### config.mk
export PLATFORM = sky130hd
export DESIGN_NAME = extreme_point_tracker
export DESIGN_NICKNAME = d
export VERILOG_FILES = /design/src/rtl/extreme_point_tracker.sv
export SDC_FILE = /design/constraint.sdc
export NUM_CORES = 1
export LEC_CHECK = 0
export ABC_AREA = 1
export CAP_MARGIN = 20
export CORE_MARGIN = 8
export CORE_UTILIZATION = 35
export DETAILED_ROUTE_END_ITERATION = 12
export PLACE_DENSITY = 0.57
export RECOVER_POWER = 50
export SLEW_MARGIN = 10
export SYNTH_ARGS = -nofsm -noshare
export SYNTH_HDL_FRONTEND = slang
export SYNTH_SLANG_ARGS = --single-unit
### constraint.sdc
create_clock -name clk -period 5.05 [get_ports clk]
set_clock_uncertainty 0.1 [all_clocks]
set_input_delay 1.01 -clock clk [delete_from_list [all_inputs] [get_ports clk]]
set_output_delay 1.01 -clock clk [all_outputs]
set_load 0.02 [all_outputs]
### src/rtl/extreme_point_tracker.sv
// Per-frame extreme-point tracker: top/bottom/left/right foreground pixels, centre sums, orientation.
// Optional saturating hit counter and MIN_PIX threshold enabled by defining EXTREME_PIXEL_COUNT_EN.
module extreme_point_tracker #(
  parameter int unsigned X_W      = 10,
  parameter int unsigned Y_W      = 10,
  parameter int unsigned X_MAX    = 639,
  parameter int unsigned Y_MAX    = 479,
  parameter bit          FG_LEVEL = 1'b0
`ifdef EXTREME_PIXEL_COUNT_EN
  ,
  parameter int unsigned CNT_W    = 19,
  parameter int unsigned MIN_PIX  = 1
`endif
) (
  input  logic           clk,
  input  logic           rst_n,
  input  logic           new_frm,
  input  logic           frm_done,
  input  logic           pix_valid,
  input  logic           pix_data,
  input  logic [X_W-1:0] pix_x,
  input  logic [Y_W-1:0] pix_y,
  output logic [X_W-1:0] top_x,
  output logic [Y_W-1:0] top_y,
  output logic [X_W-1:0] bottom_x,
  output logic [Y_W-1:0] bottom_y,
  output logic [X_W-1:0] left_x,
  output logic [Y_W-1:0] left_y,
  output logic [X_W-1:0] right_x,
  output logic [Y_W-1:0] right_y,
  output logic [X_W+1:0] centre_sum_x,
  output logic [Y_W+1:0] centre_sum_y,
  output logic [X_W-1:0] angle_dx,
  output logic [Y_W-1:0] angle_dy,
  output logic           rot_dir,
  output logic           obj_found,
  output logic           res_valid,
  output logic           busy
`ifdef EXTREME_PIXEL_COUNT_EN
  ,
  output logic [CNT_W-1:0] pix_count
`endif
);

  typedef enum logic [1:0] {IDLE, ACCUM, CALC, PUB} state_t;

  localparam logic [X_W-1:0] XS = X_W'(X_MAX);
  localparam logic [Y_W-1:0] YS = Y_W'(Y_MAX);

  state_t state, next_state;
  logic new_frm_r1, new_frm_r2, start, hit, load_acc, upd, pub_en;
  logic [X_W-1:0] top_x_acc, bottom_x_acc, left_x_acc, right_x_acc;
  logic [Y_W-1:0] top_y_acc, bottom_y_acc, left_y_acc, right_y_acc;
  logic found_acc, found_now;
  logic [X_W-1:0] d1x, calc_dx;
  logic [Y_W-1:0] d1y, calc_dy;
  logic calc_rot;
  logic [X_W+1:0] calc_sum_x;
  logic [Y_W+1:0] calc_sum_y;

  always_ff @(posedge clk or negedge rst_n) begin
    if (!rst_n) begin
      new_frm_r1 <= 1'b0;
      new_frm_r2 <= 1'b0;
    end else begin
      new_frm_r1 <= new_frm;
      new_frm_r2 <= new_frm_r1;
    end
  end

  assign start    = new_frm_r1 & ~new_frm_r2;
  assign hit      = pix_valid && (pix_data == FG_LEVEL);
  // A start seen in CALC is dropped; any other start opens a fresh frame.
  assign load_acc = start && (state != CALC);
  assign upd      = hit && (state == ACCUM) && !start;

  always_ff @(posedge clk or negedge rst_n) begin
    if (!rst_n) state <= IDLE;
    else        state <= next_state;
  end

  always_comb begin
    next_state = state;
    case (state)
      IDLE:    if (start) next_state = ACCUM;
      ACCUM:   if (!start && frm_done) next_state = CALC;
      CALC:    next_state = PUB;
      PUB:     next_state = start ? ACCUM : IDLE;
      default: next_state = IDLE;
    endcase
  end

  always_comb begin
    busy   = (state == ACCUM) || (state == CALC);
    pub_en = (state == CALC);
  end

  always_ff @(posedge clk or negedge rst_n) begin
    if (!rst_n) begin
      top_x_acc    <= '0; top_y_acc    <= '0;
      bottom_x_acc <= '0; bottom_y_acc <= '0;
      left_x_acc   <= '0; left_y_acc   <= '0;
      right_x_acc  <= '0; right_y_acc  <= '0;
      found_acc    <= 1'b0;
    end else if (load_acc) begin
      top_x_acc    <= '0; top_y_acc    <= YS;
      bottom_x_acc <= XS; bottom_y_acc <= '0;
      left_x_acc   <= XS; left_y_acc   <= YS;
      right_x_acc  <= '0; right_y_acc  <= '0;
      found_acc    <= 1'b0;
    end else if (upd) begin
      if (pix_y < top_y_acc || (pix_y == top_y_acc && pix_x > top_x_acc)) begin
        top_x_acc <= pix_x; top_y_acc <= pix_y;
      end
      if (pix_y > bottom_y_acc || (pix_y == bottom_y_acc && pix_x < bottom_x_acc)) begin
        bottom_x_acc <= pix_x; bottom_y_acc <= pix_y;
      end
      if (pix_x < left_x_acc || (pix_x == left_x_acc && pix_y < left_y_acc)) begin
        left_x_acc <= pix_x; left_y_acc <= pix_y;
      end
      if (pix_x > right_x_acc || (pix_x == right_x_acc && pix_y > right_y_acc)) begin
        right_x_acc <= pix_x; right_y_acc <= pix_y;
      end
      found_acc <= 1'b1;
    end
  end

`ifdef EXTREME_PIXEL_COUNT_EN
  logic [CNT_W-1:0] cnt_acc;

  always_ff @(posedge clk or negedge rst_n) begin
    if (!rst_n)                     cnt_acc <= '0;
    else if (load_acc)              cnt_acc <= '0;
    else if (upd && cnt_acc != '1)  cnt_acc <= cnt_acc + 1'b1;
  end

  assign found_now = (32'(cnt_acc) >= MIN_PIX);

  always_ff @(posedge clk or negedge rst_n) begin
    if (!rst_n)      pix_count <= '0;
    else if (pub_en) pix_count <= cnt_acc;
  end
`else
  assign found_now = found_acc;
`endif

  // Differences are deliberately modulo 2^W so the sentinel-only frame wraps like the old hardware.
  always_comb begin
    d1x        = top_x_acc - left_x_acc;
    d1y        = left_y_acc - top_y_acc;
    calc_sum_x = {2'b00, top_x_acc} + {2'b00, bottom_x_acc} + {2'b00, left_x_acc} + {2'b00, right_x_acc};
    calc_sum_y = {2'b00, top_y_acc} + {2'b00, bottom_y_acc} + {2'b00, left_y_acc} + {2'b00, right_y_acc};
    if (32'(d1y) < 32'(d1x)) begin
      calc_dx  = d1x;
      calc_dy  = d1y;
      calc_rot = 1'b1;
    end else begin
      calc_dx  = right_x_acc - top_x_acc;
      calc_dy  = right_y_acc - top_y_acc;
      calc_rot = 1'b0;
    end
  end

  // Published set loads on the CALC->PUB edge so res_valid and the data appear together.
  always_ff @(posedge clk or negedge rst_n) begin
    if (!rst_n) begin
      top_x <= '0; top_y <= '0; bottom_x <= '0; bottom_y <= '0;
      left_x <= '0; left_y <= '0; right_x <= '0; right_y <= '0;
      centre_sum_x <= '0; centre_sum_y <= '0;
      angle_dx <= '0; angle_dy <= '0; rot_dir <= 1'b0;
      obj_found <= 1'b0;
      res_valid <= 1'b0;
    end else begin
      res_valid <= pub_en;
      if (pub_en) begin
        top_x <= top_x_acc;       top_y <= top_y_acc;
        bottom_x <= bottom_x_acc; bottom_y <= bottom_y_acc;
        left_x <= left_x_acc;     left_y <= left_y_acc;
        right_x <= right_x_acc;   right_y <= right_y_acc;
        centre_sum_x <= calc_sum_x;
        centre_sum_y <= calc_sum_y;
        angle_dx <= calc_dx;
        angle_dy <= calc_dy;
        rot_dir <= calc_rot;
        obj_found <= found_now;
      end
    end
  end

endmodule
; ---- Yosys cells after proc, flatten, opt, wreduce, memory -nomap -nowiden
; Cells that the tools add are included.
[totals]
ff_bits = 212
out_inout_bits = 128
[classes]
addsub = 10
n_lt_le_gt_ge = 9
eq_ne = 10
mux = 33
bitwise_logic = 3
reduce_logical = 26
[op_table]
columns = operator, n
row1 = 10-bit 2-to-1 mux, 26
row2 = 10-bit < comparator, 5
row3 = 10-bit equality test, 4
row4 = 10-bit greater-than comparator, 4
row5 = 10-bit subtractor, 4
row6 = 11-bit by 10-bit adder with 12-bit output, 2
row7 = 12-bit by 10-bit adder with 12-bit output, 2
row8 = 10-bit by 10-bit adder with 11-bit output, 2
row9 = 2-bit AND reduction, 5
row10 = 2-bit nonzero test, 5
row11 = 1-bit logical AND, 9
row12 = 2-bit case mux with 4 select lines, 1
row13 = "2-bit inequality test, second input constant", 3
row14 = 1-bit logical OR, 5
row15 = "2-bit equality test, second input constant", 2
row16 = 1-bit 2-to-1 mux, 4
row17 = 2-bit 2-to-1 mux, 2
row18 = "2-bit by 1-bit equality test with 1-bit output, second input constant", 1
row19 = 2-bit logical NOT, 1
row20 = 1-bit inverter, 2
row21 = 1-bit bitwise AND, 1
row22 = 1-bit logical NOT, 1

; ---- Depth between registers and ports, before layout
[logic_depth]
word_depth = 6
mapped_depth = 22
depth_no_buf = 22

; ---- Least setup slack after synthesis
; No wires, ideal clock.
[synth_path]
path_kind = flip-flop to flip-flop
from = register top_x_acc[1]
to = register centre_sum_x[7]
setup_ps = 82
arrival_ps = 2856
required_ps = 4868
setup_slack_ps = 2012
path_stages_with_launch = 14
synth_period_minus_slack_ps = 3038
cell_sequence = dfrtp_1 inv_1 fa_1 fa_1 inv_1 ha_1 inv_1 fa_1 inv_1 nand3_1 nand2_1 a21oi_1 or2_2 a31oi_1
[synth_between]
elab_chain_cells = 3
[synth_rtl]
columns = element, line
row1 = from (decl), 52  ; logic [X_W-1:0] top_x_acc, bottom_x_acc, left_x_acc, right_x_acc;
row2 = from (signal assigned), 113  ; top_x_acc <= pix_x; top_y_acc <= pix_y;
row3 = 10-bit by 10-bit adder with 11-bit output, 151  ; calc_sum_x = {2'b00, top_x_acc} + {2'b00, bottom_x_acc} + {2'b00, left_x_acc} + {2'b00, right_x_acc};
row4 = 11-bit by 10-bit adder with 12-bit output, 151
row5 = 12-bit by 10-bit adder with 12-bit output, 151
row6 = to (signal assigned), 180  ; centre_sum_x <= calc_sum_x;
row7 = to (decl), 31  ; output logic [X_W+1:0] centre_sum_x,
; Every way passes these cells.
; A chain may end at the register's enable or synchronous reset.

; ---- Worst setup path in the final report
[layout_path]
from = register state[0]
to = register top_x_acc[3]
[layout_between]
elab_chain_cells = 5
word_cells_on_any_way = 9
[layout_rtl]
columns = element, line
row1 = from (decl), 50  ; state_t state, next_state;
row2 = from (signal assigned), 79  ; else state <= next_state;
row3 = 2-bit by 1-bit equality test with 1-bit output, 75  ; assign upd = hit && (state == ACCUM) && !start;
row4 = 1-bit logical AND (2 in series), 75
row5 = 2-bit nonzero test (no source line), -
row6 = 2-bit AND reduction (no source line), -
; Several ways; a longest one is shown, not always the timed one.

==> impl_metrics.yaml <==
synthesis:
  async_reset_ff_share_pct: 100.0
  ys_seq_area_share_pct: 36.68
  synth_top_flop_cell: "dfrtp_1"
  synth_common_cells: "nand2_1 (607), inv_1 (245), dfrtp_1 (212)"
  synthesis.instances: 1845
  synth-seq-cells: 212
  synth-edff-count: 0
  netlist.area_leader.share_pct: 36.68
  ys_types: 35
  syn_nets: 2064
  yosysTopAreaCell: "dfrtp_1"
  synth_most_common_cell: "nand2_1"
  synthTopCellsByArea: "dfrtp_1 (37%), nand2_1 (16%), ha_1 (13%)"
  yosysWarningCount: 0
  syn_area_mm2: 0.01446
  syn_area_per_cell_um2: 7.839
placed_design:
  port_buffers: 153
  hpwl_um: 36170
  place.gp.congestion: 0.9159
sta:
  maxSlewViolCount: 198
  period_share_pct: 78.38
  fmax_mhz: 252.7
  worst_pin_slew_ns: 2.835
  hold_viol_final: 0
  slew_headroom_pct: -88.98
  layout_min_cycle_time_ns: 3.958
  rsz0062_at_grt: "false"
  setup_violations: 0
  finalSetupTns_ns: 0
setup_path:
  slowest_stage: "nand2_2"
  cp_top_family: "simple AND/OR/NAND/NOR gates"
  path_max_fanout: 45
  cp.arrival_ns: 4.29
  reg2reg_depth: 8
  crit_top_cell: "nand2_1"
  path_depth: 8
  slowest_delay_ns: 0.94
  startpoint_type: "flop"
  critPathRequiredTime_ns: 5.38
  crit_path_end_kind: "flop"
  crit_type: "reg2reg"
  crit_chain: "inv_1 > ha_1 > nor2_4 > inv_1 > nand2_2 > nand2_1 > nand2_1 > nand2_1"
  reg2reg_setup_slack_ns: 1.09
  cp.buffers_inverters: 2
global_routing:
  antenna_found_initial: 1
  grt_max_degree: 107
  track_usage_pct: 19.58
  grt_pass1_vias: 12320
  grt_pass1_wl_um: 73340
  grt_remaining_overflow: 0
route:
  drtAntennaViolNets: 0
  routed_wirelength_um: 46890
  viasPerCell: 4.905
  wl_per_cell_um: 18.50
  drt_first_pass_iters: 6
  drc: 0
  drt_iter0_drc: 836
  dr_total_vias: 12430
run_status:
  violations: "capacitance limit, slew limit"
  status: "complete, but fails checks"
clock_tree:
  ctsResizeCount: 0
  htreeDepth: 1
  clk_pin_slew_worst_paths_ns: 0.06
  cts_tree: "done"
  cts_sinks: 212
  cts_hold_buf: 0
  clk_latency_ns: 0.56
  cts_root_buf: "clkbuf_16"
  cts_buffers: 26
  cts_setup_buffers: 0
  clockBufferDepth: 3
floorplan:
  dieHeight_um: 219.3
  rows: 74
  start_util_pct: 35.42
  dieArea_mm2: 0.04809
  die_w_um: 219.3
  core_mm2: 0.04083
  pin_count: 154
cells_and_area:
  area_growth_pct: 19.86
  drive_above_1_share_pct: 4.396
  nets: 2202
  top_regs: "centre_sum_x: 12 flops, centre_sum_y: 12 flops"
flow_run:
  drv_cap: 2
worst_hold_path:
  hold_path.class: "reg2reg"
  hold_depth: 0
metal layers:
layer,GRT usage [%],vias up,routed length [um]
li1,-,6166,-
met1,28.54,5868,22790
met2,29.17,345,20020
met3,3.786,55,3111
met4,5.271,0,965
met5,0,-,0
logic make-up (layout without fill, tap and decap cells):
group,after synthesis,count (layout),share of synthesized area [%]
fa+ha+maj,193,193,18.98
buf+inv,303,460,8.875
compound gates,202,202,7.604
flops,212,212,36.68
other cells,0,1,0
xor+xnor,27,27,1.635
simple gates,908,908,26.23
per-stage QoR:
| stage | area [um^2] | util (%) | hold slack (ns) | worst slack [ns] | instances |
|---|---|---|---|---|---|
| CTS | 17350 | 42.50 | 0.3022 | 1.383 | 2534 |
| finish | 17340 | 42.46 | 0.2980 | 1.092 | 2535 |
| global route | 17340 | 42.46 | 0.3103 | 0.7599 | 2535 |
| detailed placement | 16430 | 40.24 | 0.2896 | 1.101 | 2487 |
| global placement | 16430 | 40.24 | 0.2801 | 1.191 | 2487 |
| floorplan | 14460 | - | 0.2725 | 2.012 | 1845 |
cell type report:
| type | count | area (um^2) |
|---|---|---|
| Antenna cell | 1 | 2.502 |
| Clock buffer | 36 | 739.5 |
| Clock inverter | 11 | 182.7 |
| Fill cell | 4144 | 23500 |
| Inverter | 249 | 934.6 |
| Multi-Input combinational cell | 1330 | 7875 |
| Sequential cell | 212 | 5305 |
| Tap cell | 532 | 665.6 |
| Timing Repair Buffer | 164 | 1632 |
cell usage in the layout (no fill, tap or decap), drive strengths merged, types with 5 or more instances in the layout:
master and instances:
a21oi 60, a21o 11, bufinv 5, or2 20, clkbuf 38, nor2 90, nor3 6, o211ai 6
nand3 142, dfrtp 212, buf 10, ha 149, xor2 19, a31oi 7, inv 249, clkinv 5
fa 44, o21bai 9, clkdlybuf4s50 150, nand4 31, nand2 613, xnor2 8, o21ai 101
final timing paths:
| check | start | to |
|---|---|---|
| setup / recovery | state[0] | top_x_acc[3] |
| hold / removal | new_frm_r1 | new_frm_r2 |
| setup reg to reg | state[0] | top_x_acc[3] |
| hold reg to reg | new_frm_r1 | new_frm_r2 |
| max in group asynchronous | rst_n | centre_sum_x[4] |
| min in group asynchronous | rst_n | left_y[4] |
Power is left out: the tool's default activity adds up to more than one toggle a clock period on the data nets, which glitch-free logic cannot reach.
